$ cat src/rtl/mesm6_membus.sv
// mesm6_membus: merges the core ibus/dbus onto one memory port.
// Data before fetch; both dones are presented in one common cycle.
// Ports:
//   clk, reset                 clock, synchronous active-high reset
//   ibus_fetch/addr/input/done instruction-fetch side of the core
//   dbus_read/write/addr/output/input/done data side of the core
//   mem_req/we/addr/wdata/rdata/ack  single memory port
module mesm6_membus (
  input  logic        clk,
  input  logic        reset,
  input  logic        ibus_fetch,
  input  logic [14:0] ibus_addr,
  output logic [47:0] ibus_input,
  output logic        ibus_done,
  input  logic        dbus_read,
  input  logic        dbus_write,
  input  logic [14:0] dbus_addr,
  input  logic [47:0] dbus_output,
  output logic [47:0] dbus_input,
  output logic        dbus_done,
  output logic        mem_req,
  output logic        mem_we,
  output logic [14:0] mem_addr,
  output logic [47:0] mem_wdata,
  input  logic [47:0] mem_rdata,
  input  logic        mem_ack
);

  typedef enum logic [1:0] {
    IDLE,
    DACC,
    IACC,
    DONE
  } state_t;

  state_t      state_q, state_d;
  logic        pend_d_q, pend_d_d;
  logic        pend_i_q, pend_i_d;
  logic        req_q, req_d;
  logic        we_q, we_d;
  logic [14:0] addr_q, addr_d;
  logic [47:0] wdata_q, wdata_d;
  logic [47:0] iin_q, iin_d;
  logic [47:0] din_q, din_d;
  logic        idone_q, idone_d;
  logic        ddone_q, ddone_d;

  // An ack only counts while a request is actually outstanding.
  logic acked;
  assign acked = mem_ack & req_q;

  always_comb begin
    state_d  = state_q;
    pend_d_d = pend_d_q;
    pend_i_d = pend_i_q;
    req_d    = req_q;
    we_d     = we_q;
    addr_d   = addr_q;
    wdata_d  = wdata_q;
    iin_d    = iin_q;
    din_d    = din_q;
    idone_d  = 1'b0;
    ddone_d  = 1'b0;
    unique case (state_q)
      IDLE: begin
        if (dbus_read | dbus_write) begin
          state_d  = DACC;
          pend_d_d = 1'b1;
          pend_i_d = ibus_fetch;
          req_d    = 1'b1;
          we_d     = dbus_write;
          addr_d   = dbus_addr;
          wdata_d  = dbus_output;
        end else if (ibus_fetch) begin
          state_d  = IACC;
          pend_i_d = 1'b1;
          req_d    = 1'b1;
          we_d     = 1'b0;
          addr_d   = ibus_addr;
        end
      end
      DACC: begin
        if (acked) begin
          req_d = 1'b0;
          if (!we_q) din_d = mem_rdata;
          if (pend_i_q) begin
            state_d = IACC;
          end else begin
            state_d = DONE;
            ddone_d = 1'b1;
          end
        end
      end
      IACC: begin
        // Entered from DACC with req low: relaunch
        // after a one-cycle gap as a fetch.
        if (!req_q) begin
          req_d  = 1'b1;
          we_d   = 1'b0;
          addr_d = ibus_addr;
        end else if (mem_ack) begin
          req_d   = 1'b0;
          iin_d   = mem_rdata;
          state_d = DONE;
          idone_d = 1'b1;
          ddone_d = pend_d_q;
        end
      end
      DONE: begin
        pend_d_d = 1'b0;
        pend_i_d = 1'b0;
        state_d  = IDLE;
      end
      default: state_d = IDLE;
    endcase
  end

  always_ff @(posedge clk) begin
    if (reset) begin
      state_q  <= IDLE;
      pend_d_q <= 1'b0;
      pend_i_q <= 1'b0;
      req_q    <= 1'b0;
      we_q     <= 1'b0;
      addr_q   <= '0;
      wdata_q  <= '0;
      iin_q    <= '0;
      din_q    <= '0;
      idone_q  <= 1'b0;
      ddone_q  <= 1'b0;
    end else begin
      state_q  <= state_d;
      pend_d_q <= pend_d_d;
      pend_i_q <= pend_i_d;
      req_q    <= req_d;
      we_q     <= we_d;
      addr_q   <= addr_d;
      wdata_q  <= wdata_d;
      iin_q    <= iin_d;
      din_q    <= din_d;
      idone_q  <= idone_d;
      ddone_q  <= ddone_d;
    end
  end

  assign mem_req    = req_q;
  assign mem_we     = we_q;
  assign mem_addr   = addr_q;
  assign mem_wdata  = wdata_q;
  assign ibus_input = iin_q;
  assign dbus_input = din_q;
  assign ibus_done  = idone_q;
  assign dbus_done  = ddone_q;

endmodule

$ cat config.mk
export PLATFORM = sky130hd
export DESIGN_NAME = mesm6_membus
export DESIGN_NICKNAME = d
export VERILOG_FILES = /design/src/rtl/mesm6_membus.sv
export SDC_FILE = /design/constraint.sdc
export NUM_CORES = 1
export LEC_CHECK = 0
export BUFFER_PORTS_ARGS = -buffer_cell sky130_fd_sc_hd__buf_4
export CAP_MARGIN = 25
export CORE_UTILIZATION = 30
export DETAILED_ROUTE_END_ITERATION = 16
export GPL_TIMING_DRIVEN = 0
export PLACE_DENSITY_LB_ADDON = 0.08
export SLEW_MARGIN = 10
export SYNTH_ARGS = -nofsm -noshare
export SYNTH_HDL_FRONTEND = slang
export SYNTH_SLANG_ARGS = --single-unit
$ cat constraint.sdc
create_clock -name clk -period 3.4 [get_ports clk]
set_input_delay 0.34 -clock clk [delete_from_list [all_inputs] [get_ports clk]]
set_output_delay 0.34 -clock clk [all_outputs]
set_load 0.05 [all_outputs]
==> impl_results.md, run 1 <==
- Top Ports: 295
- H-Tree Level Count: 4
- Startpoint types: flip-flop
- Nets: 1210
- Total die area: 21300 sq um
- DRC: 0
- Setup TNS after final layout: 0 ps
- #FFs+latches synth: 167
- CTS buffer count: 17
- Ant diodes: 0
- Sink Count: 167
- Syn nets: 899
- Slowest cell on crit path: clkbuf_1
- Cell depth of the worst flop-to-flop path: 7
- CTS Hold Buffers Added: 0
- Combinational Power Share: 0.384
- Largest net degree at the start of global routing: 18
- Total wire length: 20.0 mm
- GRT Overall Usage: 0.189
- Die width: about 150 um
- Area grow syn2layout: 50.6%
- Area share of the largest cell type after synthesis: 0.539
- Sw Pwr: 2.91 mW
- Initial DRC count: between 150 and 200
- Crit-path cells: inv_1, ha_1, nand4b_1, clkbuf_1, clkbuf_1, nand2_1, a21oi_1
- Internal power: 4.26 mW
- Area leader, netlist: dfxtp_1
- Mapped cell area: roughly 6200 sq um
- Gate Count Post-Synth: 761
- Yosys Warn Count: 0
- Top cell by count, worst path: clkbuf_1
- Hold Path Depth: 3
- Share of total power in sequential cells: 0.337
- CTS tree: done
- Status: finished, final reports clean
- Synth unique cells: 34
- Number of detailed-route iterations in the first pass: 4
- Initial Util: 0.307
- First-pass GRT wire length: about 32 mm
- Achievable Freq: ~440 MHz
- Worst path max stage delay: 460 ps
- Root Driver: clkbuf_16
- Grt total ovfl: 0
- RSZ-0062 raised after global routing: false
- CP required: roughly 3800 ps
- Post-DRT Antenna Nets: 0
- Syn_area_per_cell: 8.16 sq um
- Slew margin rel.: 0.548
- Crit path DAT: ~2600 ps
- Critical Path Start: state_q[1]
- Routed len/inst: 14.8 um
- Min cycle time layout: 2260 ps
- Total design power: approximately 7.2 mW
- Final WS setup: 1140 ps
- Sequential-to-total area share from yosys stat: 0.539
- Clock share of power: 0.280
- Tightest Hold Check Type: in -> reg
- Final-report setup violation count: 0
- Share of cells above drive strength 1: 0.322
- Min-Delay Startpoint: dbus_output[0]
- Worst Skew: around 16 ps
- Vias in the first global route: just under 6000
- Die height: ~150 um
- CTS resizes: 0
- Max-cap violations: 0
- Reg clk slew, reported paths: 80 ps
- Worst-Margin Slew: 678 ps
- Critical path type: reg -> reg
- Pre-CTS WS: roughly 1200 ps
- Clock latency at the later pin of the worst-skew pair: about 430 ps
- Number of core rows: 52
- Clock buffer depth: 2
- LEAKAGE: 3.97 nW
- Slew Limit Fails: 0
- Final Cycle Share: 0.666
- Drt via density: around 4.5
- Sw Share: 0.406
- Core area: approximately 20000 sq um
- Initial antenna violation count: 0
- PwrDens: 768 nW/um^2
- Peak VDD IR: between 0.3 and 0.4 mV
- Via count: between 6000 and 7000
- Setup Buffers After CTS: 0
- Top cells by area, synth: dfxtp_1, nand2_1, a21oi_1, clkbuf_1, mux2i_1
- Hold Vio Cnt, Final: 0
- Hold WS: 148 ps
- FF-to-FF Start: state_q[1]
- Port buffer count: 292
- Worst setup EP type: flip-flop
- Final Wtd Congestion: 0.792
- HPWL after DPL: 14.9 mm
- Worst-path maximum fanout: 10
==> cells in the final DEF (no fill, tap or decap), types with 2 or more instances in the layout <==
cell type  netlist  routed
a31oi_1         16      16
nand2b_1         2       2
buf_2            7       7
dfxtp_1        167     167
nor4b_1          2       2
buf_1            5       5
a21oi_1        151     151
nor3b_1          3       3
o21ba_2          2       2
clkbuf_1        45      46
buf_4            0     292
inv_6            0       6
a211oi_1         5       5
a211oi_2        10      10
nand2_1        291     291
o21ai_0          6       6
nor2_1           2       2
nor2b_1          3       3
ha_1             6       6
bufinv_16        0       2
inv_8            0       3
and3_1           2       2
buf_6            3       3
mux2i_1         15      15
inv_1            4       4
or2_2            2       2
clkbuf_16        0      17
==> cell usage after synthesis (all sizes together) <==
cell type and number:
nor4b 2, mux2i 15, o21ai 6, o21a 1
nor3b 3, a2bb2oi 1, nand2b 2, o2111ai 1
nand4b 1, o2bb2ai 1, nor3 1, nor2b 3
a211oi 15, and4 1, a21oi 151, a31oi 16
nand2 291, or3b 1, clkbuf 45, a311oi 1
o21ba 2, and3 2, and4b 1, buf 15
or4b 1, nor2 2, ha 6, dfxtp 167
nand3 1, or2 2, inv 4
==> through the flow <==
stage / utilization / std cells / area, sq um
3_5_place_dp: 0.432 / 1323 / 8740
4_1_cts: 0.462 / 1355 / 9350
5_1_grt: 0.462 / 1355 / 9350
2_1_floorplan: - / 761 / 6210
6_report: 0.462 / 1355 / 9350
3_3_place_gp: 0.432 / 1323 / 8740
==> final cells by class <==
class                           instances  area [sq um]
Buffer                                 60           256
Clock buffer                           18           429
Clock inverter                         14           179
Fill cell                            2146         10900
Inverter                                4          15.0
Multi-Input combinational cell        530          2590
Sequential cell                       167          3340
Tap cell                              270           338
Timing Repair Buffer                  292          2190
==> path summary, 6_finish.rpt <==
| check | end | slack (ps) |
|---|---|---|
| max reg2reg | dbus_input[36] | 1140 |
| max | dbus_input[36] | 1140 |
| min | mem_wdata[0] | 150 |
| min reg2reg | ibus_input[19] | 450 |
==> power by group through the flow <==
stage,logic [mW],clock network (mW),registers [mW]
after global placement,2.78,0,2.45
after floorplan,0.934,0,3.41
final,2.75,2.01,2.42
after detailed placement,2.78,0,2.46
after global routing,2.95,2.15,2.46
after CTS,2.78,2.06,2.42
==> logic make-up after synthesis <==
| family | after synthesis | synth area share |
|---|---|---|
| multiplexers | 15 | 0.0242 |
| flip-flops | 167 | 0.539 |
| buffers and inverters | 64 | 0.0437 |
| AND/OR/NAND/NOR | 314 | 0.202 |
| adder cells (fa/ha/maj) | 6 | 0.0121 |
| AO/OA/AOI/OAI | 195 | 0.179 |
==> registers in the layout, indices dropped and copies added, names as in the netlist <==
name / cells
dbus_done: 1
mem_addr: 15
pend_d_q: 1
dbus_input: 48
mem_wdata: 48
mem_we: 1
pend_i_q: 1
ibus_done: 1
mem_req: 1
ibus_input: 48
state_q: 2
==> worst max-delay path, delay by kind of cell (launching register included) <==
family | cells | cell delay [ps]
buffers and inverters | 3 | 1030
DFF | 1 | 400
and+or+nand+nor | 2 | 340
adders and majority gates | 1 | 280
AOI/OAI and AO/OA | 1 | 140
==> per-layer routing <==
metal | global-route usage | share of wire | vias to the layer above
met2 | 0.298 | 0.46 | 198
met3 | 0.0596 | 0.078 | 22
li1 | - | - | 3139
met1 | 0.241 | 0.45 | 2771
met4 | 0.0658 | 0.017 | 0
met5 | 0 | 0 | -
(Power assumes the default switching activity.)
==> inputs of run 2 (changes only) <==
ABC_AREA = 1   (was not set)
clock period = 2.2 ns   (was 3.4 ns; I/O delays follow)
==> run 2 against run 1 <==
Routed wire length grew 1.9%. Sequential cell count is the same. Total power grew 74%. Non-clock buffer count grew 2. Setup slack lost 700 ps. Sequential power grew 65%. Critical path type unchanged. Highest routed layer unchanged.
==> impl_results.md, run 2 <==
- Worst-path maximum fanout: 10 (unchanged)
- Setup Buffers After CTS: 0 (unchanged)
- HPWL after DPL: 15.4 mm (+2.9%)
- DRC: 0 (unchanged)
- PwrDens: 1310 nW/um^2 (+71%)
- Syn nets: 987 (+9.8%)
- Slew Limit Fails: 0 (unchanged)
- Area share of the largest cell type after synthesis: 0.522 (-0.0167)
- Top cells by area, synth: dfxtp_1, nor2_1, nand2_1, o21ai_0, a21oi_1
- Synth unique cells: 21 (-38%)
- CTS buffer count: 17 (unchanged)
- Post-Layout Cell Count: 1451 (+7.1%)
- Drt via density: 4.39 (-3.1%)
- Initial Util: 0.306 (-0.00106)
- Final-report setup violation count: 0 (unchanged)
- Nets: 1301 (+7.5%)
- Grt total ovfl: 0 (unchanged)
- Mapped cell area: 6410 sq um (+3.2%)
- Tightest Hold Check Type: in -> reg
- Count leader, synth: nor2_1
- Yosys Warn Count: 0 (unchanged)
- Achievable Freq: 566 MHz (+28%)
- Vias in the first global route: 6145 (+4.7%)
- Worst setup EP type: flip-flop
- RSZ-0062 raised after global routing: false
- Total design power: 12.5 mW (+74%)
- Min cycle time layout: 1770 ps (-499 ps)
- CTS resizes: 0 (unchanged)
- Port buffer count: 293 (+0.34%)
- Root Driver: clkbuf_16
- Initial antenna violation count: 0 (unchanged)
- Synth Flop Type: dfxtp_1
- Clock latency at the later pin of the worst-skew pair: 420 ps (about the same)
- Setup TNS after final layout: 0 ps (unchanged)
- Worst-Margin Slew: 571 ps (-107 ps)
- First-pass GRT wire length: 32.3 mm (+1.7%)
- CTS tree: done
- LEAKAGE: 4.38 nW (+10%)
- Gate Count Post-Synth: 849 (+12%)
- Number of core rows: 53 (+1.9%)
- Total wire length: 20.4 mm (+1.9%)
- Final Cycle Share: 0.803 (+0.137)
- Routed len/inst: 14.1 um (-4.9%)
- Crit path DAT: 2110 ps (-500 ps)
- Total die area: 21900 sq um (+3.2%)
- Area grow syn2layout: 48.8%
- Die height: 148 um (+1.6%)
- Sink Count: 167 (unchanged)
- H-Tree Level Count: 4 (unchanged)
- Most common cell after layout, fill and taps aside: buf_4
- Fraction of registers with async set/reset: 0 (unchanged)
- Hold Vio Cnt, Final: 0 (unchanged)
- GRT Overall Usage: 0.187 (-0.00129)
- Peak VDD IR: 0.768 mV (+98%)
- DP Area: 8950 sq um (+2.4%)
- Commonest cells after routing, fill and taps aside: buf_4, nor2_1, dfxtp_1, nand2_1, o21ai_0
- Max-cap violations: 0 (unchanged)
- Share of cells above drive strength 1: 0.321 (about the same)
- Number of detailed-route iterations in the first pass: 6 (+2)
- Reg clk slew, reported paths: 70 ps (about the same)
- Sequential-to-total area share from yosys stat: 0.522 (-0.0167)
- Post-synth top cells: nor2_1, dfxtp_1, nand2_1, o21ai_0, a21oi_1
- Worst Skew: 8.86 ps (-7.12 ps)
- Largest net degree at the start of global routing: 17 (-1)
- Syn_area_per_cell: 7.55 sq um (-7.5%)
- Final Wtd Congestion: 0.772 (-2.5%)
- #FFs+latches synth: 167 (unchanged)
- Clock buffer depth: 2 (unchanged)
- Critical path type: reg -> reg
- Initial DRC count: 287 (+66%)
- EDFF count, synth: 0 (unchanged)
- Status: finished, final reports clean
- Core area: 21000 sq um (+3.6%)
- CP required: 2550 ps (-1200 ps)
- Via count: 6364 (+3.8%)
- Die width: 148 um (+1.6%)
- Startpoint types: flip-flop
- Post-DRT Antenna Nets: 0 (unchanged)
- Inst Count DP: 1417 (+7.1%)
- Area leader, netlist: dfxtp_1
- Fin area: 9530 sq um (+2.0%)
- Slew margin rel.: 0.619 (+0.0716)
- Ant diodes: 0 (unchanged)
- Top Ports: 295 (unchanged)
## run 2: layer usage
layer / wire [um] / track usage / share of wire
met2: 9030 / 0.294 / 0.44
met4: 354 / 0.0546 / 0.017
met1: 9390 / 0.242 / 0.46
met3: 1640 / 0.0650 / 0.080
met5: 0 / 0 / 0
## run 2: per-stage QoR
stage	utilization	hold WS (ps)	setup slack [ps]
after detailed placement	0.427	447	430
after floorplan	-	348	587
after CTS	0.455	1.89	416
after global routing	0.455	4.88	210
final	0.455	20.3	434
after global placement	0.427	441	462
## run 2: final cells by class
type,instances,area (sq um)
sequential,167,3340
tap,275,344
timing repair buffer,295,2220
clock inverter,13,119
buffer,59,337
clock buffer,19,443
inverter,29,109
multi-input combinational,594,2620
fill,2221,11400
## run 2: final timing paths
check,from,to,slack (ps),cells past startpoint
worst max-delay path,state_q[0],mem_wdata[45],430,7
worst min-delay path,dbus_output[40],mem_wdata[40],20,3
worst max register to register,state_q[0],mem_wdata[45],430,7
worst min register to register,ibus_input[46],ibus_input[46],460,2
## run 2: what timing repair did
item,in CTS,in global routing
hold buffers,2,0
endpoints found under the hold margin,2,0
setup endpoints to repair,0,0
## run 2: report_power, final
group | internal (mW) | switching (mW) | leakage [nW] | total (mW)
Combinational | 1.70 | 3.92 | 2.74 | 5.62
Sequential | 3.66 | 0.330 | 1.36 | 3.99
Clock | 1.60 | 1.30 | 0.279 | 2.90
## run 2: kinds of logic (layout without fill, tap and decap cells)
logic type                 after synthesis  in the layout  share of synthesized area
adders and majority gates                6              6                     0.0117
AOI/OAI and AO/OA                      156            156                      0.122
buffers and inverters                   88            415                     0.0695
DFF                                    167            167                      0.522
and+or+nand+nor                        432            432                      0.274
## run 2: critical path, cell delays in order (launching register included)
cell and delay [ps]:
dfxtp_1 330, inv_1 150, ha_1 330, inv_2 90, nor2_4 200, clkbuf_1 350
o21ai_0 140, nor2_1 110
